<file path="src/rtl/universal_ff_reg.sv">
// Register bank of universal flip-flops (D/T/JK/SR per cycle) with a sticky
// SR-illegal flag and a saturating change counter. Edge pulses: UNIVERSAL_FF_EDGE_EN.
module universal_ff_reg #(
  parameter int WIDTH = 8,
  parameter int CNT_W = 8
) (
  input  logic             clk,
  input  logic             rst,
  input  logic             en,
  input  logic [1:0]       mode,
  input  logic [WIDTH-1:0] a,
  input  logic [WIDTH-1:0] b,
  input  logic             clr_err,
  output logic [WIDTH-1:0] q,
  output logic [WIDTH-1:0] qb,
  output logic             sr_err,
  output logic [CNT_W-1:0] chg_cnt
`ifdef UNIVERSAL_FF_EDGE_EN
  ,
  output logic [WIDTH-1:0] rise,
  output logic [WIDTH-1:0] fall
`endif
);

  localparam logic [1:0] MODE_D  = 2'b00;
  localparam logic [1:0] MODE_T  = 2'b01;
  localparam logic [1:0] MODE_JK = 2'b10;
  localparam logic [1:0] MODE_SR = 2'b11;

  logic [WIDTH-1:0] next_q_s;
  logic [WIDTH-1:0] sr_both_s;
  logic             sr_ill_s;
  logic             changed_s;
  logic             cnt_full_s;

  assign sr_both_s  = a & b;
  assign sr_ill_s   = en && (mode == MODE_SR) && (|sr_both_s);
  assign changed_s  = (next_q_s != q);
  assign cnt_full_s = (chg_cnt == {CNT_W{1'b1}});
  assign qb         = ~q;

  // Characteristic equation selected by mode; S=R=1 bits keep their value.
  always_comb begin
    next_q_s = q;
    case (mode)
      MODE_D:  next_q_s = a;
      MODE_T:  next_q_s = q ^ a;
      MODE_JK: next_q_s = (a & ~q) | (~b & q);
      MODE_SR: next_q_s = ((a | (~b & q)) & ~sr_both_s) | (q & sr_both_s);
      default: next_q_s = q;
    endcase
  end

  // State, sticky error flag and saturating change counter.
  always_ff @(posedge clk) begin
    if (rst) begin
      q       <= {WIDTH{1'b0}};
      sr_err  <= 1'b0;
      chg_cnt <= {CNT_W{1'b0}};
    end else begin
      if (en) begin
        q <= next_q_s;
        if (changed_s && !cnt_full_s) begin
          chg_cnt <= chg_cnt + {{(CNT_W-1){1'b0}}, 1'b1};
        end else begin
          chg_cnt <= chg_cnt;
        end
      end else begin
        q       <= q;
        chg_cnt <= chg_cnt;
      end
      if (sr_ill_s) begin
        sr_err <= 1'b1;
      end else if (clr_err) begin
        sr_err <= 1'b0;
      end else begin
        sr_err <= sr_err;
      end
    end
  end

`ifdef UNIVERSAL_FF_EDGE_EN
  // One-cycle pulses aligned with the new q value.
  always_ff @(posedge clk) begin
    if (rst) begin
      rise <= {WIDTH{1'b0}};
      fall <= {WIDTH{1'b0}};
    end else if (en) begin
      rise <= next_q_s & ~q;
      fall <= ~next_q_s & q;
    end else begin
      rise <= {WIDTH{1'b0}};
      fall <= {WIDTH{1'b0}};
    end
  end
`endif

endmodule

</file>
<file path="config.mk">
export PLATFORM = sky130hd
export DESIGN_NAME = universal_ff_reg
export DESIGN_NICKNAME = d
export VERILOG_FILES = /design/src/rtl/universal_ff_reg.sv
export SDC_FILE = /design/constraint.sdc
export NUM_CORES = 1
export LEC_CHECK = 0
export BUFFER_PORTS_ARGS = -buffer_cell sky130_fd_sc_hd__buf_2
export CORE_ASPECT_RATIO = 0.7
export CORE_MARGIN = 2
export CORE_UTILIZATION = 35
export CTS_CLUSTER_SIZE = 10
export DETAILED_ROUTE_END_ITERATION = 10
export PLACE_DENSITY_LB_ADDON = 0.05
export SYNTH_ARGS = -nofsm -noshare
export SYNTH_HDL_FRONTEND = slang
export SYNTH_SLANG_ARGS = --single-unit
</file>
<file path="constraint.sdc">
create_clock -name clk -period 4.5 [get_ports clk]
set_input_delay 0 -clock clk [delete_from_list [all_inputs] [get_ports clk]]
set_output_delay 0 -clock clk [all_outputs]
set_load 0.005 [all_outputs]
</file>
# Word level (Yosys, flattened, before mapping)
# Index checks and enable logic that the tools add are counted.
# op_classes
n_eq_ne	5
n_reduce_logical	8
bitwise_logic	12
addsub	1
n_mux	3
# ops
cell	n
8-bit AND	5
8-bit one-hot mux with 4 select lines	1
8-bit inverter	3
8-bit OR	3
8-bit by 1-bit adder with 8-bit output (second input constant)	1
8-bit == test (second input constant)	1
8-bit inequality test	1
8-bit OR reduction	1
8-bit XOR	1
2-bit == test (second input constant)	2
1-bit logical AND	3
2-bit by 1-bit == test with 1-bit output (second input constant)	1
2-bit logical NOT	1
1-bit 2-to-1 mux	2
2-bit AND reduction	1
2-bit nonzero test	1
1-bit logical NOT	1
# totals
out_inout_bits	25
in_bits	22
register_bits	17

# Depth between registers and ports, before layout
# Gate-level depths: netlist (run 1).
# depth
ltp_word	9
mapped_depth	8
depth_no_buf	6

# Least setup slack after synthesis (run 1)
# No wires, ideal clock.
# synth_timing
path_kind	register to register
from	reg q[4]
to	reg chg_cnt[0]
setup_ps	123
path_buffers	0
path_stages_with_launch	7
arrival_time_ps	1664
setup_slack_ps	2713
path_cell_list	dfxtp_1 > inv_1 > or4_1 > o2111ai_2 > nor4_4 > a21boi_2 > mux2_1
# synth_rtl
element	line_no	text
start, declared	14	output logic [WIDTH-1:0] q,
start signal, assigned	57	q <= {WIDTH{1'b0}};
start signal, assigned	62	q <= next_q_s;
start signal, assigned	69	q <= q;
8-bit inverter	--	
net qb[4]	15	output logic [WIDTH-1:0] qb,
8-bit AND	48	MODE_JK: next_q_s = (a & ~q) | (~b & q);
8-bit OR	48	
8-bit one-hot mux with 4 select lines	45	case (mode)
8-bit inequality test	38	assign changed_s = (next_q_s != q);
1-bit logical AND	63	if (changed_s && !cnt_full_s) begin
2-bit AND reduction (no source line)	--	
end signal, assigned	64	chg_cnt <= chg_cnt + {{(CNT_W-1){1'b0}}, 1'b1};
end signal, assigned	66	chg_cnt <= chg_cnt;
end signal, assigned	70	chg_cnt <= chg_cnt;
end, declared	17	output logic [CNT_W-1:0] chg_cnt
# The timed path passes the listed nets, and every way through them passes these cells.
# A chain may end at the register's enable or synchronous reset.

# Worst setup path in the final report (run 1)
# layout_timing
from	in mode[1]
to	reg chg_cnt[4]
# layout_between
elab_chain_cells	5
# layout_rtl
element	line_no	text
start, declared	10	input logic [1:0] mode,
2-bit == test (tied with other cells)	45	
8-bit one-hot mux with 4 select lines *	45	
8-bit inequality test *	38	
1-bit logical AND *	63	
2-bit AND reduction (no source line) *	--	
# Every way passes the cells marked *; elsewhere a longest branch is shown, timed or not.

==> results of run 1 <==
## metrics by stage
stage          area [um2]  power [W]  worst slack [ps]  utilization  instances
4_1_cts              1760   0.000407              2380        0.438        285
2_1_floorplan        1500   0.000245              2710            -        197
5_1_grt              1760   0.000426              2160        0.438        285
3_3_place_gp         1710   0.000282              2130        0.425        280
6_report             1760   0.000401              2330        0.438        285
3_5_place_dp         1710   0.000284              2120        0.425        280
## final timing paths
kind / startpoint / endpoint / slack [ps] / cells after the start
hold reg to reg: sr_err / sr_err / 480 / 2
setup / recovery: mode[1] / chg_cnt[4] / 2330 / 7
setup reg to reg: q[7] / chg_cnt[4] / 2450 / 6
hold / removal: a[2] / q[2] / 70 / 3
## cell usage after synthesis, types with 4 or more instances
cell type	n
nand2_1	8
a22oi_1	4
dfxtp_1	17
mux2_1	7
nor2b_1	12
and3b_1	4
nand3_1	26
nand4_1	7
clkbuf_1	6
buf_6	4
inv_1	10
buf_2	4
a221oi_1	8
o21ai_0	10
nor2_1	10
nand2b_1	6
a21oi_1	16
## flip-flops by register name, indices dropped and copies added (netlist names)
name	count
q	8
sr_err	1
chg_cnt	8
## worst max-delay path: stages
cell and delay, ps:
buf_2 510, inv_1 290, o21ai_0 290, o2111ai_2 190, nor4_4 530, a21oi_1 150
mux2_1 330
## cell type report
| type | count | area [um2] | share of cell area |
|---|---|---|---|
| inverter | 10 | 37.5 | 0.0213 |
| tap | 52 | 65.1 | 0.0369 |
| clock buffer | 4 | 45.0 | 0.0256 |
| sequential | 17 | 340 | 0.193 |
| timing repair buffer | 47 | 240 | 0.136 |
| multi-input combinational | 155 | 1030 | 0.587 |
## layout by cell type (no fill, tap or decap), types with 2 or more instances in the layout
cell,netlist,layout
or3b_1,3,3
buf_2,4,46
mux2_1,7,7
xor2_1,3,3
nand2_1,8,8
inv_1,10,10
a22oi_1,4,4
o2bb2ai_1,3,3
nand4_1,7,7
nor2_1,10,10
a221oi_1,8,8
clkbuf_8,0,3
and3b_1,4,4
nor2b_1,12,12
nand3_1,26,26
o21ai_0,10,10
o22ai_1,3,3
dfxtp_1,17,17
and3_1,3,3
o2111ai_1,3,3
a21oi_1,16,16
o2111ai_2,2,2
nand2b_1,6,6
## where the power goes
part	internal (W)	total [W]	switching (W)
Clock	0.0000630	0.000119	0.0000561
Combinational	0.0000472	0.000116	0.0000689
Sequential	0.000158	0.000166	0.00000778
## layer usage
layer	share of wire	vias to the layer above	global-route usage
li1	-	808	-
met1	0.51	759	0.301
met2	0.41	56	0.249
met3	0.079	4	0.0521
met4	0.0062	0	0.0476
met5	0	-	0
## cell families (layout without fill, tap and decap cells)
| kind of cell | after synthesis | after routing | share of synthesized area |
|---|---|---|---|
| compound gates | 55 | 55 | 0.255 |
| xor+xnor | 4 | 4 | 0.0233 |
| fa+ha+maj | 1 | 1 | 0.00833 |
| buf+inv | 25 | 61 | 0.0858 |
| flops | 17 | 17 | 0.226 |
| mux | 9 | 9 | 0.0666 |
| simple gates | 86 | 86 | 0.335 |
## what timing repair did
item,4_1_cts,5_1_grt
hold buffers,1,0
gates resized for setup,0,0
endpoints found under the setup margin,0,0
endpoints found under the hold margin,1,0
==> metrics, run 1 <==
vias=between 1,500 and 2,000; clk_skew=between 5 and 6 ps; IO Port Bufs=46; clock latency on the worst-skew pair=roughly 260 ps; starting density of the core=0.374; post-DP HPWL=3290 um; core box area=between 0.004 and 0.005 mm2; number of warnings issued by yosys=0; Hold WS=73.9 ps; Layout fillers=436; Final Max Tran Viols=0; Synth cell types=42; synth top area cells=dfxtp_1, nand3_1, a21oi_1; Final period util=0.482; post-synthesis async set-or-reset flop share=0; Final Critical Period=2170 ps; root cell of the clock tree=clkbuf_8; P&R area growth vs syn=17.2%; share of layout cells above drive strength 1=0.245; io pins=47; post-route ant nets=0; 1st-iter DRT viols=147; Setup Buffers After CTS=0; relative slew slack=0.565; syn_nets=220; Syn Area/Cell=7.63 um2; Synth Register Bits=17; vias in the first global route=1,400; Die Area=0.00484 mm2; initial antenna violation count=0; number of synthesized flops with an enable pin=0; hold violation count in the final report=0; CTS Buf Count=3; die width=82.3 um; Routed Wire Length=around 4400 um; Nets=257; Peak VDD IR=between 0.15 and 0.2 mV; RePlAce Congestion=between 0.8 and 0.9; Worst Tran Pin Value=653 ps; Synth top area share=0.226; CP arrival=2310 ps; CP endpoint kind=flip-flop; Cell Area, Synth=0.00150 mm2; TritonCTS clock tree=done; total grt overflow=0; Clock Sinks=17; Longest Clk Path Bufs=2; Leakage=between 0.7 and 0.8 nW; Req. time, crit path=4640 ps; ys flop type=dfxtp_1; Worst Setup Path Type=input port to flip-flop; Hold WC Path Type=input port to flip-flop; htree depth=1; FMAX=461 MHz; Clk pin slew, worst setup/hold paths=~70 ps; Diodes inserted=0; power density cells=228 mW/mm2; final setup fails=0; crit path max fanout=39; status=finished, final reports clean; row count=19; global-route wire length before repair=roughly 7000 um; Total GRT Usage=0.191; crit path launch type=input port; WL per Instance=15.3 um; Pre-antenna DRT Iters=4; Max Cap Viol=0; Fin Setup TNS=0 ps; Vias/cell=5.71; area leader, netlist=dfxtp_1; RSZ-0062 raised after global routing=no; largest net degree at the start of global routing=40; Die Span Y=58.8 um; sequential element share of the synthesized area=0.226; Remaining DRCs=0; Syn Inst Count=just under 200
Power figures use the tool's default switching activity.
==> run 2, diff against run 1 <==
--- a/config.mk
+++ b/config.mk
@@ -5,6 +5,7 @@
 export SDC_FILE = /design/constraint.sdc
 export NUM_CORES = 1
 export LEC_CHECK = 0
+export ABC_AREA = 1
 export BUFFER_PORTS_ARGS = -buffer_cell sky130_fd_sc_hd__buf_2
 export CORE_ASPECT_RATIO = 0.7
 export CORE_MARGIN = 2
==> constraint.sdc (replaced) <==
create_clock -name clk -period 1.8 [get_ports clk]
set_input_delay 0 -clock clk [delete_from_list [all_inputs] [get_ports clk]]
set_output_delay 0 -clock clk [all_outputs]
set_load 0.005 [all_outputs]
==> run 2 against run 1 <==
Largest cell class unchanged. Non-clock buffer count grew 7. Critical path depth increased by 3. Area after synthesis fell by 16%.
==> metrics, run 2 <==
RePlAce Congestion=0.843; final setup fails=0; Reg-to-Reg Start=q[2]; IO Port Bufs=46; Synth top cells by count=nand2_1, nand3_1, inv_1, dfxtp_1, a21oi_1; R2R Setup Slk=160 ps; die width=75.9 um; most common cell after layout, fill and taps aside=buf_2; hold path start=en; WL per Instance=roughly 12 um; Cell Area, Synth=between 0.001 and 0.0015 mm2; Diodes inserted=0; Synth cell types=23; Syn Area/Cell=5.98 um2; Synth Register Bits=17; Pre-antenna DRT Iters=4; starting density of the core=0.363; Req. time, crit path=1990 ps; clock latency on the worst-skew pair=260 ps; Die Area=0.00413 mm2; area leader, netlist=dfxtp_1; Peak VDD IR=~0.33 mV; syn_nets=235; post-route insts no fill=318; post-synthesis async set-or-reset flop share=0; grt peak-use layer=met2; root cell of the clock tree=clkbuf_8; Clk pin slew, worst setup/hold paths=60 ps; Reg2Reg Depth=10; worst hold path depth=3; number of synthesized flops with an enable pin=0; met1 capacity usage during global routing=0.271; hold violation count in the final report=0; htree depth=1; Layout fillers=between 300 and 400; Fin Setup TNS=0 ps; Clock Sinks=17; Remaining DRCs=0; sequential element share of the synthesized area=0.269; Hold WC Path Type=input port to flip-flop; Nets=292; Total GRT Usage=0.186; 1st-iter DRT viols=117; vias=1,543; Worst Tran Pin Value=562 ps; clk_skew=~1.4 ps; Vias/cell=4.85; crit path max fanout=7; io pins=47; Max Cap Viol=0; synth top area cells=dfxtp_1, nand3_1, nand2_1; most frequent cells in the layout=buf_2, nand3_1, nand2_1, inv_1, a21oi_1; Leakage=0.875 nW; crit path launch type=flip-flop; vias in the first global route=1,265; Final period util=0.910; core box area=0.00349 mm2; Worst Setup Path Type=flip-flop to flip-flop; Longest Clk Path Bufs=2; Final Max Tran Viols=0; TritonCTS clock tree=done; post-route ant nets=0; Post-Place Cell Area=around 0.0016 mm2; initial antenna violation count=0; row count=18; number of warnings issued by yosys=0; global-route wire length before repair=5940 um; Routed Wire Length=around 3800 um; top flop regs=chg_cnt (8), q (8), sr_err (1); ys flop type=dfxtp_1; Die Span Y=54.4 um; largest net degree at the start of global routing=16; placed instance count=312; CTS Buf Count=3; FMAX=about 610 MHz; reg2reg end=chg_cnt[7]; Syn Inst Count=between 200 and 250; P&R area growth vs syn=32.6%; Hold Path Sink=q[7]; Worst Slack Setup Final=161 ps; met3 Track Usage GR=0.0413; CP endpoint kind=flip-flop; met2 global-route usage=0.277; design area=0.00168 mm2; relative slew slack=0.624; CP arrival=around 1800 ps; Synth top area share=0.269; share of layout cells above drive strength 1=0.269; Final Critical Period=1640 ps; total grt overflow=0; post-DP HPWL=2860 um; power density cells=591 mW/mm2; status=finished, final reports clean; pre-CTS setup slack=-6.27 ps
==> run 2: critical path, stage by stage, from the launching register on <==
cell and delay, ps:
dfxtp_1 420, inv_1 120, a21oi_1 120, o21ai_1 100
nand3_1 90, nand3_1 150, nor2_4 190, nand2_4 100
nand2_4 110, nand2_1 60, a21oi_1 110
==> run 2: worst max-delay path by stage <==
stage	to	cells after the start	startpoint
final	chg_cnt[7]	10	q[2]
after global routing	chg_cnt[7]	14	q[0]
after CTS	chg_cnt[7]	14	q[5]
after detailed placement	chg_cnt[7]	7	chg_cnt[0]
after global placement	chg_cnt[1]	7	chg_cnt[0]
after floorplan	chg_cnt[1]	7	chg_cnt[0]
==> run 2: per-stage QoR <==
stage / total power, W / hold slack (ps) / util
final: 0.000993 / 59.4 / 0.481
after global routing: 0.00106 / 94.5 / 0.481
after CTS: 0.000999 / 53.3 / 0.475
after detailed placement: 0.000697 / 272 / 0.458
after global placement: 0.000700 / 261 / 0.458
after floorplan: 0.000580 / 150 / -
==> run 2: where the power goes <==
| group | switching, W | internal (W) | leakage (nW) |
|---|---|---|---|
| Sequential | 0.0000175 | 0.000396 | 0.140 |
| Clock | 0.000133 | 0.000157 | 0.0228 |
| Combinational | 0.000173 | 0.000116 | 0.712 |
| Total | 0.000324 | 0.000669 | 0.875 |
==> run 2: logic make-up after synthesis <==
| kind of cell | after synthesis | share of synthesized area |
|---|---|---|
| DFF | 17 | 0.269 |
| AOI/OAI and AO/OA | 43 | 0.188 |
| adders and majority gates | 1 | 0.00987 |
| and+or+nand+nor | 104 | 0.368 |
| buffers and inverters | 41 | 0.124 |
| xor gates and xnor gates | 6 | 0.0415 |
==> run 2: final cells by class <==
cell class,instances,area [um2],share of cell area
multi-input cells,155,795,0.473
flip-flops and latches,17,343,0.204
repair buffers,54,293,0.174
inverters,38,143,0.0849
well taps,50,62.6,0.0372
clock buffers,4,45.0,0.0268
==> run 2: routing by layer <==
metal,part of all wire,vias up
met2,0.39,54
met4,0.0042,0
li1,-,818
met3,0.073,2
met1,0.53,669
met5,0,-
==> run 2: what timing repair did <==
| item | in CTS | in global routing |
|---|---|---|
| setup endpoints to repair | 7 | 7 |
| setup buffers | 0 | 0 |
| endpoints found under the hold margin | 1 | 0 |
| gates cloned | 0 | 1 |
| gates resized for setup | 1 | 5 |
| hold buffers | 1 | 0 |
==> run 3, diff against run 2 <==
--- a/config.mk
+++ b/config.mk
@@ -12,7 +12,7 @@
 export CORE_UTILIZATION = 35
 export CTS_CLUSTER_SIZE = 10
 export DETAILED_ROUTE_END_ITERATION = 10
-export PLACE_DENSITY_LB_ADDON = 0.05
+export PLACE_DENSITY = 0.62
 export SYNTH_ARGS = -nofsm -noshare
 export SYNTH_HDL_FRONTEND = slang
 export SYNTH_SLANG_ARGS = --single-unit
==> constraint.sdc (replaced) <==
create_clock -name clk -period 1.32 [get_ports clk]
set_input_delay 0 -clock clk [delete_from_list [all_inputs] [get_ports clk]]
set_output_delay 0 -clock clk [all_outputs]
set_load 0.005 [all_outputs]
==> run 3 against run 2 <==
The run now ends with negative hold slack, negative setup slack left. Highest routed layer unchanged. Critical endpoint unchanged. Largest power group unchanged. Non-clock buffer count up 27. Via count rose by 8.0%. Setup slack worse by 350 ps.
==> metrics, run 3 (synthesis gave the netlist of run 2 again) <==
status=complete, but fails checks; failing checks=negative hold slack, negative setup slack; Clk pin slew, worst setup/hold paths=approximately 70 ps; Nets=319; 1st-iter DRT viols=132; initial antenna violation count=0; Diodes inserted=0; placed instance count=approximately 340; Worst Tran Pin Value=between 400 and 500 ps; Hold WS=-1.66 ps; hold violation count in the final report=1; Max Cap Viol=0; TritonCTS clock tree=done; Worst Setup Path Type=flip-flop to flip-flop; Req. time, crit path=1510 ps; root cell of the clock tree=clkbuf_8; CP endpoint kind=flip-flop; most frequent cells in the layout=buf_2, nand3_1, nand2_1, buf_4, inv_1; Final Max Tran Viols=0; Longest Clk Path Bufs=2; Total GRT Usage=0.196; IO Port Bufs=46; Final Critical Period=1510 ps; P&R area growth vs syn=56.5%; Die Area=0.00413 mm2; post-route ant nets=0; most common cell after layout, fill and taps aside=buf_2; total grt overflow=0; Die Span Y=roughly 54 um; core box area=0.00349 mm2; final setup fails=8; relative slew slack=0.709; Routed Wire Length=approximately 4100 um; post-DP HPWL=3030 um; FMAX=663 MHz; RePlAce Congestion=just under 0.9; fin util=0.568; global-route wire length before repair=6410 um; top flop regs=chg_cnt (8), q (8), sr_err (1); Hold WC Path Type=input port to flip-flop; htree depth=1; Layout fillers=362; crit path max fanout=7; Peak VDD IR=0.436 mV; CTS Buf Count=3; Final period util=1.14; Leakage=1.02 nW; vias in the first global route=1,393; starting density of the core=0.363; vias=1,667; Fin Setup TNS=-1340 ps; clk_skew=3.52 ps; Clock Sinks=17; total power draw=0.00149 W; Pre-antenna DRT Iters=4; WL per Instance=11.8 um; Remaining DRCs=0; row count=18; RSZ-0062 raised after global routing=yes; Vias/cell=about 4.8; die width=about 76 um; clock latency on the worst-skew pair=250 ps; post-route insts no fill=~350; largest net degree at the start of global routing=16; power density cells=749 mW/mm2; Worst Slack Setup Final=-189 ps; crit path launch type=flip-flop; share of layout cells above drive strength 1=0.414; io pins=47; CP arrival=1700 ps
## run 3: power breakdown
| part | internal, W | total (W) | switching (W) |
|---|---|---|---|
| registers | 0.000541 | 0.000557 | 0.0000158 |
| clock network | 0.000214 | 0.000405 | 0.000191 |
| logic | 0.000234 | 0.000523 | 0.000288 |
| total | 0.000990 | 0.00149 | 0.000495 |
## run 3: metal layers
| layer | wire (um) | vias to the layer above | track usage |
|---|---|---|---|
| met2 | 1720 | 49 | 0.302 |
| met3 | 247 | 4 | 0.0528 |
| met4 | 46 | 0 | 0.0455 |
| li1 | - | 872 | - |
| met1 | 2070 | 742 | 0.276 |
| met5 | 0 | - | 0 |
## run 3: final timing paths
kind / from / end / slack, ps / cells past startpoint
worst max register to register: q[0] / chg_cnt[7] / -190 / 14
worst min register to register: sr_err / sr_err / 470 / 2
worst max-delay path: q[0] / chg_cnt[7] / -190 / 14
worst min-delay path: clr_err / sr_err / -2 / 4
## run 3: area by class of cell
| type | count | area (um2) | share of cell area |
|---|---|---|---|
| sequential | 17 | 347 | 0.175 |
| inverter | 38 | 143 | 0.0719 |
| timing repair buffer | 81 | 500 | 0.252 |
| tap | 50 | 62.6 | 0.0315 |
| clock buffer | 4 | 45.0 | 0.0227 |
| multi-input combinational | 155 | 886 | 0.447 |
## run 3: through the flow
stage | setup slack (ps) | area, um2
after floorplan | -66.3 | 1290
after global placement | -205 | 1810
after detailed placement | -212 | 1810
after CTS | -176 | 1910
after global routing | -364 | 1980
final | -189 | 1980
## run 3: worst max-delay path, stage by stage (launching register included)
cell and delay [ps]:
dfxtp_2 330, inv_2 30, nand2_1 60, nor2_1 40, nor2_1 110, nand2_1 100
nand3_2 90, nand2_1 60, inv_2 50, nand2_2 50, nor2_4 120, nand2_4 110
nand2_8 90, nand2_1 70, a21oi_2 120
## run 3: timing repair
action,in CTS,in global routing
hold buffers,0,0
setup buffers,1,2
pin swaps,4,8
cloned,1,0
setup endpoints to repair,8,8
endpoints found under the hold margin,0,0
resized for setup,10,13
